## src/rtl/wb_stage.sv

```systemverilog
`default_nettype none
//------------------------------------------------------------------------------
// Module   : wb_stage
// Purpose  : RV64 writeback stage with a skid FIFO, load alignment/extension,
//            register-file write port, commit reporting and retired counter.
//            Optional macro WB_FWD_EN enables the decode bypass outputs.
// Revision : 1.0 - initial release
//------------------------------------------------------------------------------
module wb_stage #(
    parameter int DEPTH = 2,
    parameter int XLEN  = 64
) (
    input  logic            clk,
    input  logic            rst,
    input  logic            in_valid,
    output logic            in_ready,
    input  logic [XLEN-1:0] in_pc,
    input  logic [4:0]      in_rd,
    input  logic            in_wen,
    input  logic            in_is_load,
    input  logic [1:0]      in_load_size,
    input  logic            in_load_unsigned,
    input  logic [2:0]      in_byte_off,
    input  logic [XLEN-1:0] in_alu_result,
    input  logic [XLEN-1:0] in_mem_rdata,
    input  logic            hold,
    input  logic            flush,
    output logic [4:0]      reg_w,
    output logic [XLEN-1:0] w_data,
    output logic            reg_w_ctrl,
    output logic            commit_valid,
    output logic [XLEN-1:0] commit_pc,
    output logic [63:0]     commit_count,
    output logic            fwd_valid,
    output logic [4:0]      fwd_rd,
    output logic [XLEN-1:0] fwd_data
);

    localparam int             c_PTR_W = (DEPTH > 1) ? $clog2(DEPTH) : 1;
    localparam logic [c_PTR_W:0] c_FULL = (c_PTR_W + 1)'(DEPTH);

    logic [XLEN-1:0]    r_fifo_pc  [DEPTH];
    logic [4:0]         r_fifo_rd  [DEPTH];
    logic               r_fifo_wen [DEPTH];
    logic [XLEN-1:0]    r_fifo_res [DEPTH];

    logic [c_PTR_W-1:0] r_wptr;
    logic [c_PTR_W-1:0] r_rptr;
    logic [c_PTR_W:0]   r_count;

    logic               w_push;
    logic               w_pop;
    logic [XLEN-1:0]    w_shifted;
    logic [XLEN-1:0]    w_load;
    logic [XLEN-1:0]    w_result;
    logic               w_sext;

    assign in_ready = (r_count != c_FULL);
    assign w_push   = in_valid && in_ready && !flush;
    assign w_pop    = (r_count != '0) && !hold && !flush;

    // Bytes shifted beyond the top of the doubleword fill with zero.
    assign w_shifted = in_mem_rdata >> {in_byte_off, 3'b000};

    always_comb begin
        w_load = w_shifted;
        w_sext = 1'b0;
        case (in_load_size)
            2'd0: begin
                w_sext = !in_load_unsigned && w_shifted[7];
                w_load = {{(XLEN-8){w_sext}}, w_shifted[7:0]};
            end
            2'd1: begin
                w_sext = !in_load_unsigned && w_shifted[15];
                w_load = {{(XLEN-16){w_sext}}, w_shifted[15:0]};
            end
            2'd2: begin
                w_sext = !in_load_unsigned && w_shifted[31];
                w_load = {{(XLEN-32){w_sext}}, w_shifted[31:0]};
            end
            default: begin
                w_sext = 1'b0;
                w_load = w_shifted;
            end
        endcase
    end

    assign w_result = in_is_load ? w_load : in_alu_result;

    always_ff @(posedge clk) begin
        if (w_push) begin
            r_fifo_pc[r_wptr]  <= in_pc;
            r_fifo_rd[r_wptr]  <= in_rd;
            r_fifo_wen[r_wptr] <= in_wen;
            r_fifo_res[r_wptr] <= w_result;
        end
    end

    always_ff @(posedge clk) begin
        if (!rst) begin
            r_wptr  <= '0;
            r_rptr  <= '0;
            r_count <= '0;
        end else if (flush) begin
            r_wptr  <= '0;
            r_rptr  <= '0;
            r_count <= '0;
        end else begin
            if (w_push) r_wptr <= r_wptr + 1'b1;
            if (w_pop)  r_rptr <= r_rptr + 1'b1;
            case ({w_push, w_pop})
                2'b10:   r_count <= r_count + 1'b1;
                2'b01:   r_count <= r_count - 1'b1;
                default: r_count <= r_count;
            endcase
        end
    end

    // Index and data hold between pops; only the strobes drop back to zero.
    always_ff @(posedge clk) begin
        if (!rst) begin
            reg_w        <= '0;
            w_data       <= '0;
            reg_w_ctrl   <= 1'b0;
            commit_valid <= 1'b0;
            commit_pc    <= '0;
            commit_count <= '0;
        end else if (w_pop) begin
            reg_w        <= r_fifo_rd[r_rptr];
            w_data       <= r_fifo_res[r_rptr];
            reg_w_ctrl   <= r_fifo_wen[r_rptr] && (r_fifo_rd[r_rptr] != 5'd0);
            commit_valid <= 1'b1;
            commit_pc    <= r_fifo_pc[r_rptr];
            commit_count <= commit_count + 64'd1;
        end else begin
            reg_w_ctrl   <= 1'b0;
            commit_valid <= 1'b0;
        end
    end

`ifdef WB_FWD_EN
    assign fwd_valid = reg_w_ctrl;
    assign fwd_rd    = reg_w;
    assign fwd_data  = w_data;
`else
    assign fwd_valid = 1'b0;
    assign fwd_rd    = 5'd0;
    assign fwd_data  = '0;
`endif

endmodule
`default_nettype wire
```

## config.mk

```make
export PLATFORM = sky130hd
export DESIGN_NAME = wb_stage
export DESIGN_NICKNAME = d
export VERILOG_FILES = /design/src/rtl/wb_stage.sv
export SDC_FILE = /design/constraint.sdc
export NUM_CORES = 1
export LEC_CHECK = 0
export CAP_MARGIN = 10
export CORE_ASPECT_RATIO = 0.8
export CORE_MARGIN = 1
export CORE_UTILIZATION = 45
export DETAILED_ROUTE_END_ITERATION = 10
export PLACE_DENSITY = 0.8
export SLEW_MARGIN = 25
export SYNTH_ARGS = -nofsm -noshare
export SYNTH_HDL_FRONTEND = slang
export SYNTH_SLANG_ARGS = --single-unit
```

## constraint.sdc

```tcl
create_clock -name clk -period 8.5 [get_ports clk]
set_input_delay 1.7 -clock clk [delete_from_list [all_inputs] [get_ports clk]]
set_output_delay 1.7 -clock clk [all_outputs]
set_load 0.05 [all_outputs]
```

# Word level (Yosys, flattened, before mapping)
# Memory sizes are Yosys's and may differ from the RTL's. A register that Yosys moved wholly into a read port is not among the register bits.
# Cells that the tools add are included.
[op_classes]
add_sub_neg = 5
eq_ne = 5
n_shift = 1
mux = 10
bitwise = 1
n_reduce_logical = 19
[ops]
columns = ["cell", "n"]
rows = [
  ["64-bit case mux with 3 select lines", 1],
  ["64-bit by 1-bit adder with 64-bit output, second input constant", 1],
  ["64-bit 2-to-1 mux", 1],
  ["64-bit by 6-bit >> shifter with 64-bit output", 1],
  ["1-bit logical AND", 8],
  ["1-bit 2-to-1 mux", 7],
  ["1-bit logical NOT", 5],
  ["5-bit nonzero test", 1],
  ["2-bit by 1-bit == test with 1-bit output, second input constant", 2],
  ["2-bit == test, second input constant", 2],
  ["2-bit case mux with 2 select lines", 1],
  ["2-bit nonzero test", 2],
  ["1-bit adder, second input constant", 2],
  ["2-bit by 1-bit adder with 2-bit output, second input constant", 1],
  ["2-bit logical NOT", 1],
  ["2-bit inequality test, second input constant", 1],
  ["2-bit AND reduction", 1],
  ["2-bit OR reduction", 1],
  ["2-bit by 1-bit subtractor with 2-bit output, second input constant", 1],
  ["1-bit NOT", 1],
]
[totals]
reg_bits = 75
mem_bits_rw = 268
in_bits = 210
out_inout_bits = 270
wordCells = 52
mem_count = 4
[memory_table]
columns = ["memory", "depth", "width", "rd", "rd_clocked_by_memory_dff", "write_ports", "line", "text"]
rows = [
  ["r_fifo_pc", 2, 64, 1, 1, 1, "42", "logic [XLEN-1:0] r_fifo_pc [DEPTH];"],
  ["r_fifo_res", 2, 64, 1, 1, 1, "45", "logic [XLEN-1:0] r_fifo_res [DEPTH];"],
  ["r_fifo_rd", 2, 5, 1, 1, 1, "43", "logic [4:0] r_fifo_rd [DEPTH];"],
  ["r_fifo_wen", 2, 1, 1, 1, 1, "44", "logic r_fifo_wen [DEPTH];"],
]

# Depth between registers and ports, before layout
# Gate-level depths: netlist (run 1).
[logic_depth]
word_depth = 5
depth_mapped = 9
ltp_nobuf = 6

# Worst setup path before layout (run 1)
# No wires, ideal clock.
[synth_timing]
kind = "input -> register"
start = "in flush"
end = "mem r_fifo_pc[0][0] (enable)"
setup_time_ns = 0.630
arrival_ns = 7.537
t_required_ns = 7.870
path_slack_ns = 0.333
stages = 2
n_path_buf = 0
cell_sequence = "nand3b_1 > nor2_1"
[synth_via]
elab_chain_len = 4
[synth_rtl]
columns = ["item", "line", "text"]
rows = [
  ["start, declared", "27", "input logic flush,"],
  ["1-bit logical NOT", "59", "assign w_push = in_valid && in_ready && !flush;"],
  ["1-bit logical AND", "59", ""],
  ["1-bit 2-to-1 mux", "91", "if (w_push) begin"],
  ["1-bit 2-to-1 mux (not written as such)", "92", "r_fifo_pc[r_wptr] <= in_pc;"],
  ["end, declared", "42", ""],
]
# No other way between the ends.

# Worst setup path after layout (run 1)
[layout_timing]
start = "in in_byte_off[1]"
end = "mem r_fifo_res[1][51] (data pin)"
[layout_via]
elab_chain_len = 4
elab_cells_between_ends = 6
classes_between = "shift: 1; mux: 2; reduce/logical: 3"
[layout_rtl]
columns = ["item", "line", "text"]
rows = [
  ["start, declared", "23", "input logic [2:0] in_byte_off,"],
  ["64-bit by 6-bit >> shifter with 64-bit output *", "63", "assign w_shifted = in_mem_rdata >> {in_byte_off, 3'b000};"],
  ["1-bit logical AND, on equally long branches", "78, 70, 74", ""],
  ["64-bit case mux with 3 select lines *", "68", "case (in_load_size)"],
  ["64-bit 2-to-1 mux *", "88", "assign w_result = in_is_load ? w_load : in_alu_result;"],
  ["named net w_result[51]", "55", "logic [XLEN-1:0] w_result;"],
  ["end, declared", "45", ""],
]
# Mark *: on every way through the listed nets, which the timed path passes. The rest lies on a longest branch.

==> results of run 1 <==
[critical path, cell delays in order]
cell	delay [ns]
sky130_fd_sc_hd__buf_2	0.57
sky130_fd_sc_hd__buf_4	0.57
sky130_fd_sc_hd__mux2_2	0.42
sky130_fd_sc_hd__a2bb2o_1	0.29
sky130_fd_sc_hd__o31ai_1	0.08
sky130_fd_sc_hd__buf_4	0.21
sky130_fd_sc_hd__a211o_2	0.59
sky130_fd_sc_hd__o22a_1	0.31
[area by class of cell]
class	count	area [um2]
repair buffers	424	4197
multi-input cells	1111	7517
fillers	3540	18310
diodes	8	20.02
clock inverters	23	277.8
clock buffers	63	1295
flip-flops and latches	472	12140
inverters	11	46.29
well taps	603	754.5
[routing by layer]
metal,wire [um],vias up
met5,88,-
met4,1610,12
met3,5110,108
met2,27110,712
met1,22920,7280
li1,-,7011
[cells by family (layout without fill, tap and decap cells)]
| logic type | after synthesis | in the layout |
|---|---|---|
| flops | 472 | 472 |
| simple gates | 455 | 455 |
| compound gates | 328 | 328 |
| mux | 233 | 233 |
| buf+inv | 204 | 521 |
| xor+xnor | 23 | 23 |
| fa+ha+maj | 2 | 2 |
| other cells | 1 | 78 |
[registers in the layout, summed over array words and instances (netlist names), 2 cells and up, named ones only]
signal / cells
r_fifo_res: 128
commit_count: 64
r_fifo_wen: 2
r_count: 2
r_fifo_pc: 128
commit_pc: 64
r_fifo_rd: 10
w_data: 64
reg_w: 5
[worst min path at each step]
stage	endpoint	startpoint	depth (start not counted)	slack [ns]
after floorplan	r_count[1]	r_count[1]	2	0.48
after global placement	commit_count[63]	commit_count[63]	2	0.45
after detailed placement	commit_count[63]	commit_count[63]	2	0.49
after CTS	commit_count[63]	commit_count[63]	2	0.50
after global routing	w_data[32]	w_data[32]	2	0.52
final	commit_count[63]	commit_count[63]	2	0.49
[through the flow]
step           cell area, um2    util  setup slack [ns]
2_1_floorplan           20660       -            0.3334
3_3_place_gp            24630  0.5530             3.273
3_5_place_dp            24640  0.5530             3.330
4_1_cts                 26210  0.5883             3.951
5_1_grt                 26230  0.5888             3.958
6_report                26240  0.5891             4.065
[cell usage after synthesis, drive strengths merged (17+ instances only)]
cell	n	area (um2)
edfxtp	268	8048
nor2	222	833.3
mux2i	209	2092
dfxtp	204	4084
a211oi	141	1059
clkbuf	105	395.4
buf	88	598.1
a21oi	68	340.3
nand2	45	168.9
o21ai	40	200.2
o22a	40	350.3
nand3	31	155.2
or3	29	181.4
nand2b	25	156.4
nand4	20	131.4
xnor2	17	148.9
[power breakdown]
group	internal (W)	switching [W]	leakage, nW	total, W
Combinational	0.000199	0.000329	3.58	0.000527
Sequential	0.00248	0.0000191	4.11	0.00250
Clock	0.00123	0.000891	0.775	0.00212
==> results.cfg, run 1 <==
[worst_setup_path]
worstSetupPathType = in2reg
startpoint = in_byte_off[1]
crit_start_category = input port
cp.required_ns = 8.84
signal_arrival_time_at_the_worst_endpoint_ns = 4.77
critical_path_peak_fanout = 38
worstRegToRegCells = 5
worstReg2RegEnd = commit_count[63]
regToRegSetupSlack_ns = 5.58
crit_path_end = r_fifo_res[1][51]
reg2reg_from = commit_count[12]
timing.critical_path.to_type = register

[sta]
slew_worst_pin_ns = 1.058
fin_tns_setup_ns = 0
slew_headroom = 0.2945
finalHoldViolCount = 0
final.period_utilization = 0.5218
grt_setup_unrepaired = no
finalClockSkew_ns = 0.02992
timing.fmax_ghz = 0.2255
hold_ws_ns = 0.4949
timing.final.max_slew_violations = 0
fin_crit_ns = 4.435
final_setup_violating_endpoints = 0

[detailed_routing]
detailed_route_via_count = 15123
route.final.wire_length_mm = 56.84
dr.first_iter.drc_count = 1173
avgRoutedWirePerCell_um = 20.94
avgViaCountPerCell = 5.570
drc = 0
drt_pre_antenna_iters = 5
ant_nets = 0

[floorplanning]
die_height_um = 192.4
placement_rows = 69
fp.dieW_um = 240.0
initial_core_util = 0.4579
floorplan.core_area_um2 = 44550
io_pins = 480
die_area_um2 = 46190

[yosys]
synth_compound_gate_area_share = 0.1119
synth_sequential_area_ratio = 0.5947
post_synth_and_or_nand_nor_area_fraction = 0.1079
synthArstFlopShare = 0
synth-seq-cells = 472
yosys.area_share.xor_xnor = 0.009875
post_synth_fa_ha_maj_area_fraction = 0.001227
main_combinational_cell_family_by_area_after_synthesis = multiplexers
synth_cell_types = 51
yosys_warnings = 0
post_synth.cell_area_avg_um2 = 11.87
syn_area_um2 = 20400
synth.area.mux_share = 0.1235
number_of_flops_mapped_to_enable_cells_by_yosys = 268
yosys_most_used_dff = sky130_fd_sc_hd__edfxtp_1
synthCells = 1718

[clocking]
postCtsSetupRepairBufs = 0
tritoncts_clock_tree = yes
post_cts_hold_buffer_count = 0
cts_max_level = 2
cts-root-buf = sky130_fd_sc_hd__clkbuf_16
cts-buffers-inserted = 46
max-clock-path-buffers = 3
clock-sinks = 472
count_of_cells_resized_by_post_cts_repair = 0
worst_skew_pair.late_latency_ns = 0.60
cts.clk_slew.worst_paths_ns = 0.06

[grt]
grt_max_degree = 116
grt_remaining_overflow = 0
gr-usage-all-layers = 0.2375
grt_util_met1 = 0.3085
busiest_layer = met2
met2_usage = 0.3847
via_count_of_the_first_global_routing_pass = 14300
wire_length_of_the_first_global_routing_pass_mm = 83.23
global_route_met3_usage = 0.05636
grt_antenna_before_repair = 11

[final_layout]
final_layout_size_suffix_gt1_frac = 0.06274
layout.cells.most_common_list = sky130_fd_sc_hd__clkdlybuf4s50_1 (405), sky130_fd_sc_hd__edfxtp_1 (268), sky130_fd_sc_hd__nor2_1 (219), sky130_fd_sc_hd__mux2i_1 (209), sky130_fd_sc_hd__dfxtp_1 (203)
layout_commonest_cell = sky130_fd_sc_hd__clkdlybuf4s50_1
layout.cells.non_filler = 2715
syn_to_layout_area_delta_pct = 28.64
nets = 2278

[power]
power_leakage_nw = 8.469
max-vdd-ir-drop_mv = 0.1334
cellPowerDensity_nw_per_um2 = 196.1
report.power.total_w = 0.005147

[place]
place.detailed.instances = 2621
routabilityCongestion = 0.9245
dp.final_hpwl_mm = 38.99
io_buffer_count = 409

[outcome]
status = finished, final reports clean

[worst_hold_path]
min_path_type = reg2reg

[flow_run]
max_cap_violations = 0
Power figures use the tool's default switching activity.
==> run 2, diff against run 1 <==
==> constraint.sdc (replaced) <==
create_clock -name clk -period 3.6 [get_ports clk]
set_input_delay 0.72 -clock clk [delete_from_list [all_inputs] [get_ports clk]]
set_output_delay 0.72 -clock clk [all_outputs]
set_load 0.05 [all_outputs]
==> run 2 against run 1 <==
Global-route usage is 0.64 points higher. Sequential share of layout area is 0.24 points lower. Largest power group unchanged. Cell count is 0.48% higher. Combinational power is 140% higher. Worst setup slack worse by 3.4 ns. Register-to-register slack worse by 4.9 ns. Wire length is 2.1% higher. Sequential power is 140% higher.
==> results.cfg, run 2 (synthesis gave the netlist of run 1 again) <==
[outcome]
status = finished, final reports clean

[clocking]
postCtsSetupRepairBufs = 0
count_of_cells_resized_by_post_cts_repair = 0
cts-buffers-inserted = 46
worst_skew_pair.late_latency_ns = 0.60
cts.clk_slew.worst_paths_ns = 0.06
cts_max_level = 2
max-clock-path-buffers = 3
post_cts_hold_buffer_count = 0
clock-sinks = 472
tritoncts_clock_tree = yes
cts-root-buf = sky130_fd_sc_hd__clkbuf_16

[final_layout]
syn_to_layout_area_delta_pct = 29.32
nets = 2298
layout_commonest_cell = sky130_fd_sc_hd__clkdlybuf4s50_1
final_layout_size_suffix_gt1_frac = 0.07022
layout.cells.non_filler = 2728
layout.cells.most_common_list = sky130_fd_sc_hd__clkdlybuf4s50_1 (405), sky130_fd_sc_hd__edfxtp_1 (268), sky130_fd_sc_hd__nor2_1 (220), sky130_fd_sc_hd__mux2i_1 (209), sky130_fd_sc_hd__dfxtp_1 (203)
final.fill_count = 3644
largest_registers = r_fifo_pc: 128 flops, r_fifo_res: 128 flops

[worst_setup_path]
cp.required_ns = 4.11
timing.critical_path.to_type = register
biggest_cell_delay_along_the_critical_path_ns = 0.83
worstSetupPathType = reg2reg
critical_path_peak_fanout = 35
worstRegToRegCells = 5
crit_start_category = register
signal_arrival_time_at_the_worst_endpoint_ns = 3.43
timing.critical_path.cells = nand4_1 > or4_1 > or3_2 > nor4_1 > mux2i_1
timing.critical_path.slowest_stage_cell = sky130_fd_sc_hd__or3_2

[detailed_routing]
avgRoutedWirePerCell_um = 21.28
ant_nets = 0
dr.first_iter.drc_count = 1247
detailed_route_via_count = 15256
drc = 0
avgViaCountPerCell = 5.592
drt_pre_antenna_iters = 5
route.final.wire_length_mm = 58.06

[floorplanning]
floorplan.core_area_um2 = 44550
die_height_um = 192.4
initial_core_util = 0.4579
fp.dieW_um = 240.0
placement_rows = 69
die_area_um2 = 46190
io_pins = 480

[sta]
timing.final.max_slew_violations = 0
fin_tns_setup_ns = 0
timing.fmax_ghz = 0.3422
hold_ws_ns = 0.4840
slew_worst_pin_ns = 0.9898
grt_setup_unrepaired = no
finalClockSkew_ns = 0.02553
final.period_utilization = 0.8116
final_setup_violating_endpoints = 0
finalHoldViolCount = 0
fin_crit_ns = 2.922
slew_headroom = 0.3377

[power]
cellPowerDensity_nw_per_um2 = 446.8
max-vdd-ir-drop_mv = 0.3718
power_leakage_nw = 8.546

[grt]
gr-usage-all-layers = 0.2439
wire_length_of_the_first_global_routing_pass_mm = 85.77
grt_antenna_before_repair = 13
via_count_of_the_first_global_routing_pass = 14740
grt_max_degree = 136
grt_remaining_overflow = 0

[place]
dp.final_hpwl_mm = 40.83
io_buffer_count = 409
routabilityCongestion = 0.9751
place.detailed.instances = 2641

[flow_run]
max_cap_violations = 0

[worst_hold_path]
min_path_type = reg2reg
worstHoldPathCells = 2
[run 2: changes by cell type in the layout (fill, tap and decap cells not counted), moves of 2 or more]
| cell | before | now |
|---|---|---|
| sky130_fd_sc_hd__buf_12 | 0 | 12 |
| sky130_fd_sc_hd__buf_4 | 14 | 23 |
| sky130_fd_sc_hd__buf_6 | 2 | 0 |
| sky130_fd_sc_hd__bufinv_16 | 5 | 0 |
| sky130_fd_sc_hd__clkbuf_1 | 9 | 7 |
| sky130_fd_sc_hd__clkinv_1 | 5 | 7 |
| sky130_fd_sc_hd__clkinv_2 | 9 | 11 |
| sky130_fd_sc_hd__diode_2 | 8 | 3 |
[run 2: cell type report]
cell class	count	area (um2)	share of cell area
sequential	472	12140	0.4600
multi-input combinational	1111	7516	0.2849
timing repair buffer	444	4487	0.1701
clock buffer	61	1279	0.04847
tap	603	754.5	0.02860
clock inverter	23	156.4	0.005928
inverter	11	46.29	0.001755
antenna	3	7.507	0.0002846
[run 2: power by group]
| group | switching, W | internal (W) | leakage (nW) |
|---|---|---|---|
| logic | 0.000785 | 0.000488 | 3.72 |
| clock network | 0.00209 | 0.00252 | 0.716 |
| registers | 0.0000458 | 0.00586 | 4.11 |
| total | 0.00292 | 0.00887 | 8.55 |
[run 2: final timing paths]
path | from | to | slack [ns]
worst max-delay path | commit_count[12] | commit_count[63] | 0.68
worst min-delay path | commit_count[63] | commit_count[63] | 0.48
worst max register to register | commit_count[12] | commit_count[63] | 0.68
worst min register to register | commit_count[63] | commit_count[63] | 0.48
[run 2: metal layers]
layer,track usage,vias up,part of all wire
li1,-,7038,-
met1,0.3052,7371,0.39
met2,0.3941,704,0.47
met3,0.07710,125,0.10
met4,0.09260,18,0.032
met5,0,-,0.0021
[run 2: stage by stage]
| step | power, W | util | setup WS, ns | area [um2] |
|---|---|---|---|---|
| after floorplan | 0.006800 | - | 0.09163 | 20680 |
| after CTS | 0.01186 | 0.5920 | 0.6090 | 26370 |
| final | 0.01179 | 0.5922 | 0.6781 | 26380 |
| after detailed placement | 0.007274 | 0.5598 | 0.3375 | 24940 |
| after global routing | 0.01215 | 0.5921 | 0.5534 | 26380 |
| after global placement | 0.007240 | 0.5598 | 0.3995 | 24940 |
[run 2: worst max-delay path: cells and delay by family (launching register included)]
family / cells / cell delay [ns]
multiplexers: 1 / 0.22
AND/OR/NAND/NOR: 4 / 2.17
flip-flops: 1 / 0.45
